<file path="src/rtl/lsu_mem_port_pkg.sv">
// Shared types for the LSU <-> issue-queue interface and the LSU memory port.
// Holds request/response structs, exception codes, M2 FSM encodings and the alignment check.
package lsu_mem_port_pkg;

  localparam int WID_W = 4;

  localparam logic [5:0] EXC_ALE = 6'h09;

  localparam logic [1:0] MSIZE_B = 2'd0;
  localparam logic [1:0] MSIZE_H = 2'd1;
  localparam logic [1:0] MSIZE_W = 2'd2;

  localparam logic [1:0] ST_IDLE = 2'd0;
  localparam logic [1:0] ST_LIVE = 2'd1;
  localparam logic [1:0] ST_HOLD = 2'd2;

  typedef struct packed {
    logic        execute_exception;
    logic [5:0]  exc_code;
    logic [31:0] badv;
  } exc_info_t;

  typedef struct packed {
    logic [WID_W-1:0] wid;
    logic             msigned;
    logic [1:0]       msize;
    logic [31:0]      vaddr;
    logic [31:0]      wdata;
    logic [3:0]       rmask;
    logic [3:0]       strb;
  } iq_lsu_pkg_t;

  typedef struct packed {
    logic [31:0] rdata;
    exc_info_t   execute_exc_info;
  } lsu_iq_pkg_t;

  function automatic logic is_misaligned(input logic [1:0] msize, input logic [1:0] offset);
    return ((msize == MSIZE_H) && offset[0]) || ((msize == MSIZE_W) && (offset != 2'b00));
  endfunction

endpackage

</file>
<file path="src/rtl/lsu_mem_port_load_align.sv">
// Picks the addressed byte/half lane out of an SRAM word and sign- or zero-extends it.
// Word accesses are always aligned, so the shifted word is returned unchanged for them.
module lsu_load_align
  import lsu_mem_port_pkg::*;
(
  input  logic [31:0] word,
  input  logic [1:0]  offset,
  input  logic [1:0]  msize,
  input  logic        msigned,
  output logic [31:0] data
);

  logic [31:0] shifted;

  always_comb begin
    shifted = word >> {offset, 3'b000};
    data    = shifted;
    case (msize)
      MSIZE_B: data = {{24{msigned & shifted[7]}}, shifted[7:0]};
      MSIZE_H: data = {{16{msigned & shifted[15]}}, shifted[15:0]};
      default: data = shifted;
    endcase
  end

endmodule

</file>
<file path="src/rtl/lsu_mem_port.sv">
// Two-stage LSU memory port: M1 issues the SRAM access on accept, M2 returns the response.
// M2 parks read data in a hold register while the consumer stalls so the response stays stable.
module lsu_mem_port
  import lsu_mem_port_pkg::*;
#(
  parameter int ADDR_W = 32
) (
  input  logic              clk,
  input  logic              rst_n,
  input  logic              flush,
  input  logic              iq_lsu_valid_i,
  output logic              iq_lsu_ready_o,
  input  iq_lsu_pkg_t       iq_lsu_req_i,
  output logic              lsu_iq_valid_o,
  input  logic              lsu_iq_ready_i,
  output lsu_iq_pkg_t       lsu_iq_resp_o,
  output logic              mem_en_o,
  output logic [3:0]        mem_we_o,
  output logic [ADDR_W-1:0] mem_addr_o,
  output logic [31:0]       mem_wdata_o,
  input  logic [31:0]       mem_rdata_i
);

  logic [1:0]       m2_state;
  logic [1:0]       m2_state_nxt;
  logic [WID_W-1:0] m2_wid;
  logic [1:0]       m2_msize;
  logic             m2_msigned;
  logic [1:0]       m2_offset;
  logic             m2_is_store;
  exc_info_t        m2_exc;
  logic [31:0]      hold_rdata;
  logic [31:0]      aligned_rdata;
  logic [31:0]      resp_rdata;
  logic             m2_valid;
  logic             accept;
  logic             req_misaligned;
  logic             unused_sink;

  // wid rides along in M2 for result tracking; rmask is not needed to drive the SRAM
  assign unused_sink = ^{m2_wid, iq_lsu_req_i.rmask};

  assign m2_valid       = (m2_state != ST_IDLE);
  assign iq_lsu_ready_o = rst_n && !flush && (!m2_valid || lsu_iq_ready_i);
  assign accept         = iq_lsu_valid_i && iq_lsu_ready_o;
  assign req_misaligned = is_misaligned(iq_lsu_req_i.msize, iq_lsu_req_i.vaddr[1:0]);

  // Misaligned requests never touch the SRAM; they only produce an exception response
  assign mem_en_o    = accept && !req_misaligned;
  assign mem_we_o    = mem_en_o ? iq_lsu_req_i.strb : 4'b0000;
  assign mem_addr_o  = {iq_lsu_req_i.vaddr[ADDR_W-1:2], 2'b00};
  assign mem_wdata_o = iq_lsu_req_i.wdata << {iq_lsu_req_i.vaddr[1:0], 3'b000};

  lsu_load_align u_load_align (
    .word    (mem_rdata_i),
    .offset  (m2_offset),
    .msize   (m2_msize),
    .msigned (m2_msigned),
    .data    (aligned_rdata)
  );

  always_comb begin
    m2_state_nxt = m2_state;
    case (m2_state)
      ST_IDLE: if (accept) m2_state_nxt = ST_LIVE;
      ST_LIVE, ST_HOLD: begin
        if (lsu_iq_ready_i) m2_state_nxt = accept ? ST_LIVE : ST_IDLE;
        else                m2_state_nxt = ST_HOLD;
      end
      default: m2_state_nxt = ST_IDLE;
    endcase
    if (flush) m2_state_nxt = ST_IDLE;
  end

  // Stores and exceptions return zero data whatever the SRAM read port shows
  always_comb begin
    resp_rdata = 32'h0;
    if (!m2_is_store && !m2_exc.execute_exception)
      resp_rdata = (m2_state == ST_LIVE) ? aligned_rdata : hold_rdata;
  end

  always_comb begin
    lsu_iq_resp_o = '0;
    if (m2_valid) begin
      lsu_iq_resp_o.rdata            = resp_rdata;
      lsu_iq_resp_o.execute_exc_info = m2_exc;
    end
  end

  assign lsu_iq_valid_o = m2_valid;

  always_ff @(posedge clk or negedge rst_n) begin
    if (!rst_n) begin
      m2_state    <= ST_IDLE;
      m2_wid      <= '0;
      m2_msize    <= 2'b00;
      m2_msigned  <= 1'b0;
      m2_offset   <= 2'b00;
      m2_is_store <= 1'b0;
      m2_exc      <= '0;
      hold_rdata  <= 32'h0;
    end else begin
      m2_state <= m2_state_nxt;
      if (accept) begin
        m2_wid      <= iq_lsu_req_i.wid;
        m2_msize    <= iq_lsu_req_i.msize;
        m2_msigned  <= iq_lsu_req_i.msigned;
        m2_offset   <= iq_lsu_req_i.vaddr[1:0];
        m2_is_store <= (iq_lsu_req_i.strb != 4'b0000);
        m2_exc      <= req_misaligned ? '{1'b1, EXC_ALE, iq_lsu_req_i.vaddr} : '0;
      end
      // SRAM data is only valid in the LIVE cycle, so a stall must capture it then
      if (flush)
        hold_rdata <= 32'h0;
      else if ((m2_state == ST_LIVE) && !lsu_iq_ready_i)
        hold_rdata <= resp_rdata;
    end
  end

endmodule

</file>
<file path="config.mk">
export PLATFORM = sky130hd
export DESIGN_NAME = lsu_mem_port
export DESIGN_NICKNAME = d
export VERILOG_FILES = /design/src/rtl/lsu_mem_port_pkg.sv /design/src/rtl/lsu_mem_port_load_align.sv /design/src/rtl/lsu_mem_port.sv
export SDC_FILE = /design/constraint.sdc
export NUM_CORES = 1
export LEC_CHECK = 0
export ABC_AREA = 1
export BUFFER_PORTS_ARGS = -buffer_cell sky130_fd_sc_hd__buf_4
export CAP_MARGIN = 0
export CORE_MARGIN = 5
export CORE_UTILIZATION = 40
export DETAILED_ROUTE_END_ITERATION = 8
export GPL_TIMING_DRIVEN = 1
export PLACE_DENSITY = 0.73
export SYNTH_ARGS = -nofsm -noshare
export SYNTH_HDL_FRONTEND = slang
export SYNTH_SLANG_ARGS = --single-unit
</file>
<file path="constraint.sdc">
create_clock -name clk -period 1.7 [get_ports clk]
set_input_delay 0.17 -clock clk [delete_from_list [all_inputs] [get_ports clk]]
set_output_delay 0.17 -clock clk [all_outputs]
set_load 0.01 [all_outputs]
</file>
## After elaboration in Yosys (flattened, before gate mapping)

Cells that the tools add are included.

- Register bits: 79
- Output and inout bits: 142
- Word-level logic and storage cells: 55

- Equality and inequality tests: 6
- Shift operators: 2
- Mux-type cells: 13
- Bitwise operators: 2
- Reduce and logical (&&, ||, !) cells: 23

Operators with widths:

| cell | count |
|---|---|
| 32-bit 2-to-1 mux | 4 |
| 71-bit 2-to-1 mux | 1 |
| 32-bit one-hot mux with 2 select lines | 1 |
| 39-bit 2-to-1 mux | 1 |
| 32-bit by 5-bit << shifter with 32-bit output | 1 |
| 32-bit by 5-bit >> shifter with 32-bit output | 1 |
| 1-bit logical AND | 8 |
| 2-bit by 1-bit == test with 1-bit output, second input constant | 3 |
| 1-bit logical NOT | 6 |
| 2-bit 2-to-1 mux | 3 |
| 2-bit nonzero test | 3 |
| 2-bit == test, second input constant | 2 |
| 2-bit logical NOT | 2 |
| 4-bit 2-to-1 mux | 1 |
| 2-bit one-hot mux with 2 select lines | 1 |
| 4-bit nonzero test | 1 |
| 3-bit != test, second input constant | 1 |
| 1-bit bitwise AND | 2 |
| 1-bit logical OR | 2 |
| 2-bit OR reduction | 1 |
| 1-bit 2-to-1 mux | 1 |

## Logic depth before layout (Yosys ltp)

Gate-level depths: netlist of run 1.

- Depth after elaboration: 9
- Mapped depth: 11
- Gate-level depth less buffers: 9

## Modules after synthesis

Synthesis of run 1 repeated with hierarchy kept, for this count alone.

- Cells, all modules: 773
- Area total of the unflattened synthesis: 5,255.0 um2

By module, submodules not included:

| module | times used | cells each | area each (um2) | sequential area each (um2) |
|---|---|---|---|---|
| lsu_mem_port | 1 | 600 | 4,445.5 | 1,826.8 |
| lsu_load_align | 1 | 173 | 809.5 | 0.0 |

## Worst setup path after synthesis of run 1

Ideal clock, no wire load.

- Path kind: register to output
- Start point: reg m2_state[0]
- End point: out lsu_iq_resp_o[35] in the netlist's numbering
- Data arrival time: 1.546 ns
- Data required time: 1.530 ns
- Slack: -0.016 ns
- Stages on the path, launching flop included: 7
- Path through: dfrtp_1 -> inv_1 -> ha_1 -> clkbuf_1 -> clkbuf_1 -> nor2_1 -> buf_4

RTL lines:

| element | line | RTL |
|---|---|---|
| from (decl) | lsu_mem_port.sv:24 | `logic [1:0] m2_state;` |
| from (signal assigned) | lsu_mem_port.sv:103 | `m2_state <= m2_state_nxt;` |
| to (decl) | lsu_mem_port.sv:16 | `output lsu_iq_pkg_t lsu_iq_resp_o,` |

==> results of run 1 <==
## final cells by class
type                       count  area, um2  area share
clock buffer                  12        267      0.0293
timing repair buffer         308       2780       0.306
tap                          176        220      0.0242
timing repair inverter         1       16.3     0.00179
inverter                      81        358      0.0394
sequential                    73       1830       0.201
clock inverter                 4       73.8     0.00812
multi-input combinational    582       3540       0.390
## per-layer routing
layer,vias up,track usage,share of wire
met5,-,0,0
met4,0,0.0953,0.030
met3,56,0.0754,0.077
met2,322,0.415,0.52
met1,3076,0.293,0.37
li1,3065,-,-
## path summary, 6_finish.rpt
path,start,end,slack [ns],cells after the start
worst max-delay path,m2_offset[0]$_DFFE_PN0P_,lsu_iq_resp_o[58],-0.32,10
worst min-delay path,iq_lsu_req_i[74],m2_msigned$_DFFE_PN0P_,0.05,3
worst max register to register,m2_state[1]$_DFFE_PN0P_,m2_exc[13]$_DFFE_PN0P_,-0.03,11
worst min register to register,hold_rdata[11]$_DFFE_PN0P_,hold_rdata[11]$_DFFE_PN0P_,0.47,2
max in group asynchronous,rst_n,m2_exc[17]$_DFFE_PN0P_,0.88,3
min in group asynchronous,rst_n,hold_rdata[6]$_DFFE_PN0P_,0.47,3
## logic make-up after synthesis
group	share of synthesized area
simple gates	0.348
fa+ha+maj	0.00696
compound gates	0.143
flops	0.339
buf+inv	0.163
other cells	0.000695
## cell usage in the layout (no fill, tap or decap), types with 8 or more instances in the layout
cell type,instances
buf_4,255
nand2_1,157
nor2_1,100
dfrtp_1,70
inv_1,65
nand2_2,44
nand3_1,32
o21ai_1,29
nand3_2,28
o21ai_2,28
buf_6,27
nor2_4,22
o21ai_0,21
a21oi_1,18
clkbuf_16,16
nand3_4,15
o22ai_1,15
buf_12,12
nor2_2,11
nand2_4,9
inv_2,8
a22oi_1,8
nand4_1,8
## repair_timing
action | CTS | global route
endpoints found under the hold margin | 73 | 0
hold buffers | 1 | 0
setup endpoints to repair | 75 | 117
pin swaps | 14 | 59
gates cloned | 5 | 10
gates resized for setup | 80 | 214
setup buffers | 9 | 15
## stage by stage
stage / utilization / cells
6_report: 0.687 / 1237
5_1_grt: 0.687 / 1237
4_1_cts: 0.605 / 1213
3_5_place_dp: 0.542 / 1182
3_3_place_gp: 0.542 / 1182
2_1_floorplan: - / 824
## state kept, by name, indices dropped and copies added, names as in the netlist
| signal | flops |
|---|---|
| m2_exc | 33 |
| m2_state | 2 |
| m2_is_store | 1 |
| hold_rdata | 32 |
| m2_msigned | 1 |
| m2_msize | 2 |
| m2_offset | 2 |
## power by group through the flow
stage	sequential [W]	clock [W]	combinational (W)
6_report	0.00195	0.00220	0.00265
5_1_grt	0.00196	0.00229	0.00284
4_1_cts	0.00194	0.00219	0.00219
3_5_place_dp	0.00196	0	0.00190
3_3_place_gp	0.00196	0	0.00189
2_1_floorplan	0.00195	0	0.00123
## worst reg2reg max path, delay by kind of cell (launching register included)
kind	cells	cell delay [ns]
AND/OR/NAND/NOR	2	0.16
buffers and inverters	6	0.62
flip-flops	1	0.39
adder cells (fa/ha/maj)	1	0.19
AO/OA/AOI/OAI	2	0.30
==> reports/summary.txt, run 1 <==
Antenna Nets Post-Route -> 0
mapped cell area -> 5390 um2
P_leak -> 4.26 nW
Req. time, crit path -> 1.53 ns
failing checks -> negative setup slack
diode count -> 0
largest net degree at the start of global routing -> 74
most common cell in the netlist -> nand2_1
Worst EP arrival -> 1.85 ns
gr ovfl total -> 0
Post-synth EDFFs -> 0
placer congestion estimate -> 0.915
top cells by area, synth -> dfrtp_1 (34%), nand2_1 (13%), nor2_1 (9.0%)
setup ws final -> -0.323 ns
vias in the first global route -> 6235
die height -> 126 um
Yosys cell types -> 38
number of synthesis warnings -> 0
final-stage net count -> 1175
Buf/Inv on CP -> 3
Worst Hold Class -> in2reg
Critical Path End Type -> output port
DR vias -> 6519
DRT iter0 DRCs -> 551
kind of critical path -> reg2out
register bit count reported by yosys -> 73
pre-CTS setup slack -> -0.0392 ns
Net Sw Power -> 0.00243 W
critical path peak fanout -> 23
vias per cell -> 5.27
critical path's slowest cell -> dfrtp_2
depth of the CTS H-tree -> 3
CP Cell Sequence -> clkinv_4 -> buf_12 -> o21ai_1 -> nand2_1 -> nand2_1 -> nand2_1 -> nand2_1 -> nand2_1 -> nor2_1 -> buf_4
Synth Flop Type -> dfrtp_1
post-synthesis sequential area ratio -> 0.339
CTS tree -> built
post-route setup TNS -> -12.70 ns
post-synth top area share -> 0.339
combinational share of power -> 0.390
number of buffers created by CTS -> 9
crit start category -> flop
Flop pwr share -> 0.287
Final Critical Period -> 2.02 ns
total track usage -> 0.246
1st-pass router iterations -> 5
share of cells above drive strength 1 -> 0.495
core region area -> 13200 um2
drt wl/cell -> 18.2 um
Post-synth ARST share -> 1.00
worst-skew pair later-pin latency -> 0.34 ns
Finish-stage setup viols -> 69
Total Wirelength -> 22.5 mm
residual DRC count -> 0
critical path's largest stage delay -> 0.44 ns
most frequent CP cell -> nand2_1
Fmax -> 494 MHz
Ports -> 258
placed cell areas -> 7180 um2
CP delay by family, top -> simple AND/OR/NAND/NOR gates
fin crit share -> 1.19
PortBufs -> 243
Clock Pin Slew Worst Setup and Hold Paths -> 0.06 ns
row cnt -> 42
Synth Area per Inst -> 6.59 um2
total power -> 0.00680 W
RSZ-0062 raised after global routing -> true
Max Slew Vio Count -> 0
Filler cells -> 1038
maximum VDD drop -> 0.488 mV
most frequent cells after synthesis -> nand2_1 (187), nor2_1 (129), dfrtp_1 (73)
PD cells -> 748 nW/um2
Die ar. -> 15900 um2
first-pass GRT wire length -> 31.7 mm
Cells after Synth -> 819
clk sinks -> 73
initial core utilization -> 0.407
Layout area overhead -> 68.5%
area leader, netlist -> dfrtp_1
final hold vios -> 0
initial antenna violation count -> 0
chip width -> 126 um
Clock power frac -> 0.323
CTS Root Cell -> clkbuf_16
Final Instance Area -> 9090 um2
Min Hold Slack -> 0.0540 ns
Sw Share -> 0.358
CTS Buffer Depth -> 2
status -> finished with violations
Clock Skews -> 0.0112 ns
Internal -> 0.00437 W
MaxCap Viol Count -> 0
post-detail-place hpwl -> 14.1 mm
Note: power is estimated with default switching activity, not from simulation.
==> run 2: changes to the inputs <==
==> constraint.sdc (replaced) <==
create_clock -name clk -period 1.84 [get_ports clk]
set_input_delay 0.184 -clock clk [delete_from_list [all_inputs] [get_ports clk]]
set_output_delay 0.184 -clock clk [all_outputs]
set_load 0.01 [all_outputs]
==> run 2 against run 1 <==
  * The run still ends with negative setup slack left
  * Critical path depth is the same
  * First-iteration DRC count down 12%
  * Setup slack gained 0.13 ns
  * Critical endpoint is now lsu_iq_resp_o[48]
  * Highest routed layer unchanged
==> reports/summary.txt, run 2 (synthesis results as in run 1) <==
Critical Path End Type -> output port (unchanged)
residual DRC count -> 0 (unchanged)
die height -> 126 um (unchanged)
Filler cells -> 1221 (was 1038)
WP depth -> 10 (unchanged)
maximum VDD drop -> 0.438 mV (was 0.488 mV)
post-route setup TNS -> -5.29 ns (was -12.70 ns)
final-stage net count -> 1156 (was 1175)
cell depth of the worst hold path -> 3 (unchanged)
drt wl/cell -> 16.3 um (was 18.2 um)
Layout area overhead -> 48.5% (was 68.5%)
number of buffers created by CTS -> 9 (unchanged)
Worst EP arrival -> 1.85 ns (about the same)
initial antenna violation count -> 0 (unchanged)
Clock Skews -> 0.00679 ns (was 0.0112 ns)
share of cells above drive strength 1 -> 0.393 (was 0.495)
post-detail-place hpwl -> 13.9 mm (was 14.1 mm)
row cnt -> 42 (unchanged)
pre-CTS setup slack -> 0.0660 ns (was -0.0392 ns)
commonest non-fill, non-tap cell in the layout -> buf_4 (unchanged)
DRT iter0 DRCs -> 483 (was 551)
status -> finished with violations (unchanged)
crit start category -> flop (unchanged)
most frequent CP cell -> nand2_2 (was nand2_1)
Die ar. -> 15900 um2 (unchanged)
largest net degree at the start of global routing -> 68 (was 74)
CTS Root Cell -> clkbuf_16 (unchanged)
vias in the first global route -> 5863 (was 6235)
CP delay by family, top -> simple AND/OR/NAND/NOR gates (unchanged)
Fmax -> 491 MHz
Req. time, crit path -> 1.66 ns (was 1.53 ns)
final hold vios -> 0 (unchanged)
Largest Register -> m2_exc (unchanged)
1st-pass router iterations -> 5 (unchanged)
critical path's slowest cell -> dfrtp_2 (unchanged)
clk sinks -> 73 (unchanged)
Finish-stage setup viols -> 46 (was 69)
P_leak -> 3.95 nW (was 4.26 nW)
critical path peak fanout -> 7 (was 23)
diode count -> 0 (unchanged)
PD cells -> 695 nW/um2 (was 748 nW/um2)
fin crit share -> 1.11
CTS Buffer Depth -> 2 (unchanged)
Min Hold Slack -> 0.0617 ns (was 0.0540 ns)
max reg flops -> 33 (unchanged)
Ports -> 258 (unchanged)
Total Wirelength -> 19.9 mm (was 22.5 mm)
chip width -> 126 um (unchanged)
PortBufs -> 243 (unchanged)
Worst Hold Class -> in2reg (unchanged)
initial core utilization -> 0.407 (unchanged)
Top Registers -> m2_exc (33), hold_rdata (32) (unchanged)
first-pass GRT wire length -> 29.3 mm (was 31.7 mm)
MaxCap Viol Count -> 0 (unchanged)
Buf/Inv on CP -> 3 (unchanged)
Antenna Nets Post-Route -> 0 (unchanged)
Max Slew Vio Count -> 0 (unchanged)
failing checks -> negative setup slack (unchanged)
RSZ-0062 raised after global routing -> true (unchanged)
placer congestion estimate -> 0.921 (was 0.915)
gr ovfl total -> 0 (unchanged)
core region area -> 13200 um2 (unchanged)
critical path's largest stage delay -> 0.45 ns (was 0.44 ns)
depth of the CTS H-tree -> 3 (unchanged)
worst-skew pair later-pin latency -> 0.34 ns (about the same)
CTS tree -> built (unchanged)
CP Cell Sequence -> buf_6 -> nand2_2 -> nand3_4 -> nand3_4 -> nand2_2 -> inv_4 -> nand2_2 -> nand3_1 -> nor2_1 -> buf_4 (was clkinv_4 -> buf_12 -> o21ai_1 -> nand2_1 -> nand2_1 -> nand2_1 -> nand2_1 -> nand2_1 -> nor2_1 -> buf_4)
DR vias -> 6232 (was 6519)
total track usage -> 0.226 (was 0.246)
Final Critical Period -> 2.04 ns
setup ws final -> -0.197 ns (was -0.323 ns)
kind of critical path -> reg2out (unchanged)
Clock Pin Slew Worst Setup and Hold Paths -> 0.06 ns (about the same)
vias per cell -> 5.12 (was 5.27)
commonest cells after routing, fill and taps aside -> buf_4 (268), nand2_1 (167), nor2_1 (123) (was buf_4 (255), nand2_1 (157), nor2_1 (100))
worst-case reg-to-reg path depth -> 11 (unchanged)
run 2: metal layers:
metal,GRT usage,wire length [um],vias to the layer above
met3,0.0610,1690,51
met1,0.284,7910,2884
met2,0.372,9650,279
met5,0,0,-
li1,-,-,3018
met4,0.0845,623,0
run 2: power by group:
part	internal (W)	switching (W)
registers	0.00173	0.0000673
clock network	0.00103	0.000685
logic	0.000838	0.00122
run 2: repair_timing:
item | CTS | global route
endpoints found under the setup margin | 40 | 71
hold buffers | 1 | 0
gates cloned | 2 | 6
pin swaps | 11 | 13
resized for setup | 49 | 46
hold endpoints to repair | 73 | 0
buffers inserted | 8 | 8
run 2: worst reg2reg max path, stage by stage (launching register included):
cell	delay [ns]
dfrtp_1	0.39
inv_2	0.09
buf_6	0.11
ha_4	0.18
inv_4	0.05
a21oi_4	0.15
nand2_4	0.08
buf_4	0.18
inv_8	0.10
clkbuf_16	0.18
nand3_1	0.09
o21ai_0	0.09
run 2: path summary, 6_finish.rpt:
| path | startpoint | endpoint | slack, ns |
|---|---|---|---|
| setup / recovery | m2_offset[0]$_DFFE_PN0P_ | lsu_iq_resp_o[48] | -0.20 |
| hold / removal | iq_lsu_req_i[74] | m2_msigned$_DFFE_PN0P_ | 0.06 |
| setup reg to reg | m2_state[1]$_DFFE_PN0P_ | m2_exc[22]$_DFFE_PN0P_ | 0.07 |
| hold reg to reg | hold_rdata[10]$_DFFE_PN0P_ | hold_rdata[10]$_DFFE_PN0P_ | 0.47 |
| max in group asynchronous | rst_n | m2_state[0]$_DFFE_PN0P_ | 0.96 |
| min in group asynchronous | rst_n | hold_rdata[31]$_DFFE_PN0P_ | 0.51 |
run 2: area by class of cell:
| cell class | count | area (um2) | area share |
|---|---|---|---|
| Multi-Input combinational cell | 582 | 2970 | 0.371 |
| Timing Repair Buffer | 289 | 2360 | 0.295 |
| Sequential cell | 73 | 1830 | 0.228 |
| Inverter | 81 | 333 | 0.0415 |
| Clock buffer | 15 | 278 | 0.0347 |
| Tap cell | 176 | 220 | 0.0275 |
| Clock inverter | 1 | 8.76 | 0.00109 |
| Timing Repair inverter | 1 | 7.51 | 0.000937 |
run 2: per-stage QoR:
| stage | utilization | total power [W] | area [um2] | cells |
|---|---|---|---|---|
| after global placement | 0.538 | 0.00354 | 7130 | 1178 |
| final | 0.605 | 0.00557 | 8010 | 1218 |
| after CTS | 0.581 | 0.00544 | 7700 | 1205 |
| after global routing | 0.605 | 0.00584 | 8010 | 1218 |
| after floorplan | - | 0.00293 | 5410 | 824 |
| after detailed placement | 0.538 | 0.00356 | 7130 | 1178 |
==> run 3: changes to the inputs <==
--- a/config.mk
+++ b/config.mk
@@ -8,6 +8,7 @@
 export ABC_AREA = 1
 export BUFFER_PORTS_ARGS = -buffer_cell sky130_fd_sc_hd__buf_4
 export CAP_MARGIN = 0
+export CORE_ASPECT_RATIO = 2
 export CORE_MARGIN = 5
 export CORE_UTILIZATION = 40
 export DETAILED_ROUTE_END_ITERATION = 8
==> run 3 against run 2 <==
  * The run still ends with negative setup slack left
  * First-iteration DRC count shrank 24%
  * Clock skew increased by 0.00079 ns
  * Core utilization decreased by 0.066 points
  * Via count is 0.58% higher
  * Sequential cell count unchanged
  * Clock-buffer cell count is 5 lower
  * Register-to-register slack got worse by 0.12 ns
  * Critical path type unchanged
  * Highest routed layer unchanged
==> reports/summary.txt, run 3 (synthesis results as in run 1) <==
status -> finished with violations (unchanged)
failing checks -> negative setup slack (unchanged)
clk sinks -> 73 (unchanged)
CP Cell Sequence -> clkinv_4 -> nand2_4 -> nand3_4 -> nand3_4 -> nand3_4 -> nand2_2 -> nand2_2 -> nand2_2 -> nor2_2 -> buf_4 (was buf_6 -> nand2_2 -> nand3_4 -> nand3_4 -> nand2_2 -> inv_4 -> nand2_2 -> nand3_1 -> nor2_1 -> buf_4)
die height -> 174 um (was 126 um)
MaxCap Viol Count -> 0 (unchanged)
drt wl/cell -> 16.3 um (about the same)
final-stage net count -> 1165 (was 1156)
max reg flops -> 33 (unchanged)
core region area -> 13400 um2 (was 13200 um2)
Min Hold Slack -> 0.0771 ns (was 0.0617 ns)
Total Wirelength -> 19.7 mm (was 19.9 mm)
commonest non-fill, non-tap cell in the layout -> buf_4 (unchanged)
Finish-stage setup viols -> 62 (was 46)
CTS tree -> built (unchanged)
Final Instance Area -> 8080 um2 (was 8010 um2)
Ports -> 258 (unchanged)
Largest Register -> m2_exc (unchanged)
diode count -> 0 (unchanged)
max_slew headroom -> 0.344
number of buffers created by CTS -> 9 (unchanged)
Final Critical Period -> 2.05 ns (was 2.04 ns)
depth of the CTS H-tree -> 3 (unchanged)
fin crit share -> 1.12 (was 1.11)
P_leak -> 4.02 nW (was 3.95 nW)
initial core utilization -> 0.404 (was 0.407)
Worst-Margin Slew -> 0.984 ns
Critical Path End Type -> output port (unchanged)
first-pass GRT wire length -> 29.6 mm (was 29.3 mm)
post-route setup TNS -> -5.99 ns (was -5.29 ns)
Clock Skews -> 0.00759 ns (was 0.00679 ns)
row cnt -> 60 (was 42)
CTS Buffer Depth -> 2 (unchanged)
share of cells above drive strength 1 -> 0.395 (was 0.393)
post-detail-place hpwl -> 13.6 mm (was 13.9 mm)
setup ws final -> -0.212 ns (was -0.197 ns)
final hold vios -> 0 (unchanged)
DRT iter0 DRCs -> 368 (was 483)
vias in the first global route -> 5800 (was 5863)
Clock Pin Slew Worst Setup and Hold Paths -> 0.06 ns (about the same)
CTS Root Cell -> clkbuf_16 (unchanged)
critical path peak fanout -> 8 (was 7)
Max Slew Vio Count -> 0 (unchanged)
critical path's slowest cell -> dfrtp_2 (unchanged)
Fmax -> 487 MHz (was 491 MHz)
largest net degree at the start of global routing -> 74 (was 68)
RSZ-0062 raised after global routing -> true (unchanged)
Antenna Nets Post-Route -> 0 (unchanged)
Worst EP arrival -> 1.87 ns (was 1.85 ns)
Layout area overhead -> 49.7% (was 48.5%)
placed cell areas -> 7100 um2 (was 7130 um2)
vias per cell -> 5.20 (was 5.12)
initial antenna violation count -> 0 (unchanged)
total track usage -> 0.231 (was 0.226)
worst-skew pair later-pin latency -> 0.34 ns (about the same)
Die ar. -> 16000 um2 (was 15900 um2)
chip width -> 92.1 um (was 126 um)
Req. time, crit path -> 1.66 ns (about the same)
PortBufs -> 243 (unchanged)
1st-pass router iterations -> 5 (unchanged)
Worst Hold Class -> in2reg (unchanged)
gr ovfl total -> 0 (unchanged)
DR vias -> 6268 (was 6232)
crit start category -> flop (unchanged)
kind of critical path -> reg2out (unchanged)
residual DRC count -> 0 (unchanged)
PD cells -> 688 nW/um2 (was 695 nW/um2)
maximum VDD drop -> 0.506 mV (was 0.438 mV)
Top Registers -> m2_exc (33), hold_rdata (32) (unchanged)
placer congestion estimate -> 0.866 (was 0.921)
CP delay by family, top -> simple AND/OR/NAND/NOR gates (unchanged)
Buf/Inv on CP -> 2 (was 3)
commonest cells after routing, fill and taps aside -> buf_4 (277), nand2_1 (172), nor2_1 (119) (was buf_4 (268), nand2_1 (167), nor2_1 (123))
critical path's largest stage delay -> 0.45 ns (about the same)
## run 3: cell types whose count changed in the layout (fill, tap and decap cells not counted), sizes merged
cell         delta
buf            +10
clkinv          +2
clkbuf          -5
bufbuf          +1
dlygate4sd3     -1
clkinvlp        +2
## run 3: path summary, 6_finish.rpt
path,startpoint,end,slack (ns),cells after the start
worst min-delay path,iq_lsu_req_i[74],m2_msigned$_DFFE_PN0P_,0.08,3
worst min register to register,hold_rdata[8]$_DFFE_PN0P_,hold_rdata[8]$_DFFE_PN0P_,0.48,2
worst max register to register,m2_state[0]$_DFFE_PN0P_,hold_rdata[24]$_DFFE_PN0P_,-0.05,9
worst max-delay path,m2_offset[0]$_DFFE_PN0P_,lsu_iq_resp_o[69],-0.21,10
min in group asynchronous,rst_n,hold_rdata[19]$_DFFE_PN0P_,0.09,2
max in group asynchronous,rst_n,m2_offset[0]$_DFFE_PN0P_,1.02,2
## run 3: timing repair
action,in CTS,in global routing
setup buffers,13,13
setup endpoints to repair,41,95
cloned,3,5
hold buffers,0,0
pin swaps,9,24
gates resized for setup,36,57
## run 3: layout make-up
class | count | area, um2
clock buffer | 10 | 239
inverter | 81 | 344
clock inverter | 6 | 42.5
multi-input combinational | 582 | 2950
tap | 155 | 194
timing repair buffer | 299 | 2480
fill | 1209 | 5290
sequential | 73 | 1830
## run 3: through the flow
| stage | util | instances | worst slack, ns | total power (W) |
|---|---|---|---|---|
| 4_1_cts | 0.575 | 1189 | -0.199 | 0.00538 |
| 2_1_floorplan | - | 824 | 0.110 | 0.00293 |
| 5_1_grt | 0.604 | 1206 | -0.327 | 0.00583 |
| 3_5_place_dp | 0.531 | 1157 | 0.0483 | 0.00356 |
| 6_report | 0.604 | 1206 | -0.212 | 0.00555 |
| 3_3_place_gp | 0.531 | 1157 | 0.0539 | 0.00354 |
## run 3: worst reg2reg max path: cells and delay by family (launching register included)
family	cells	cell delay [ns]
buffers and inverters	4	0.77
DFF	1	0.43
and+or+nand+nor	4	0.41
adders and majority gates	1	0.22
## run 3: per-layer routing
layer	routed length, um	GRT usage	vias up	part of all wire
met1	7050	0.257	2895	0.36
met2	10500	0.413	291	0.53
li1	-	-	3042	-
met3	1590	0.0533	40	0.081
met4	592	0.101	0	0.030
met5	0	0	-	0
## run 3: power by group
part | switching, W | internal, W | leakage, nW
clock network | 0.000713 | 0.000952 | 0.135
logic | 0.00123 | 0.000870 | 2.90
registers | 0.0000633 | 0.00173 | 0.984
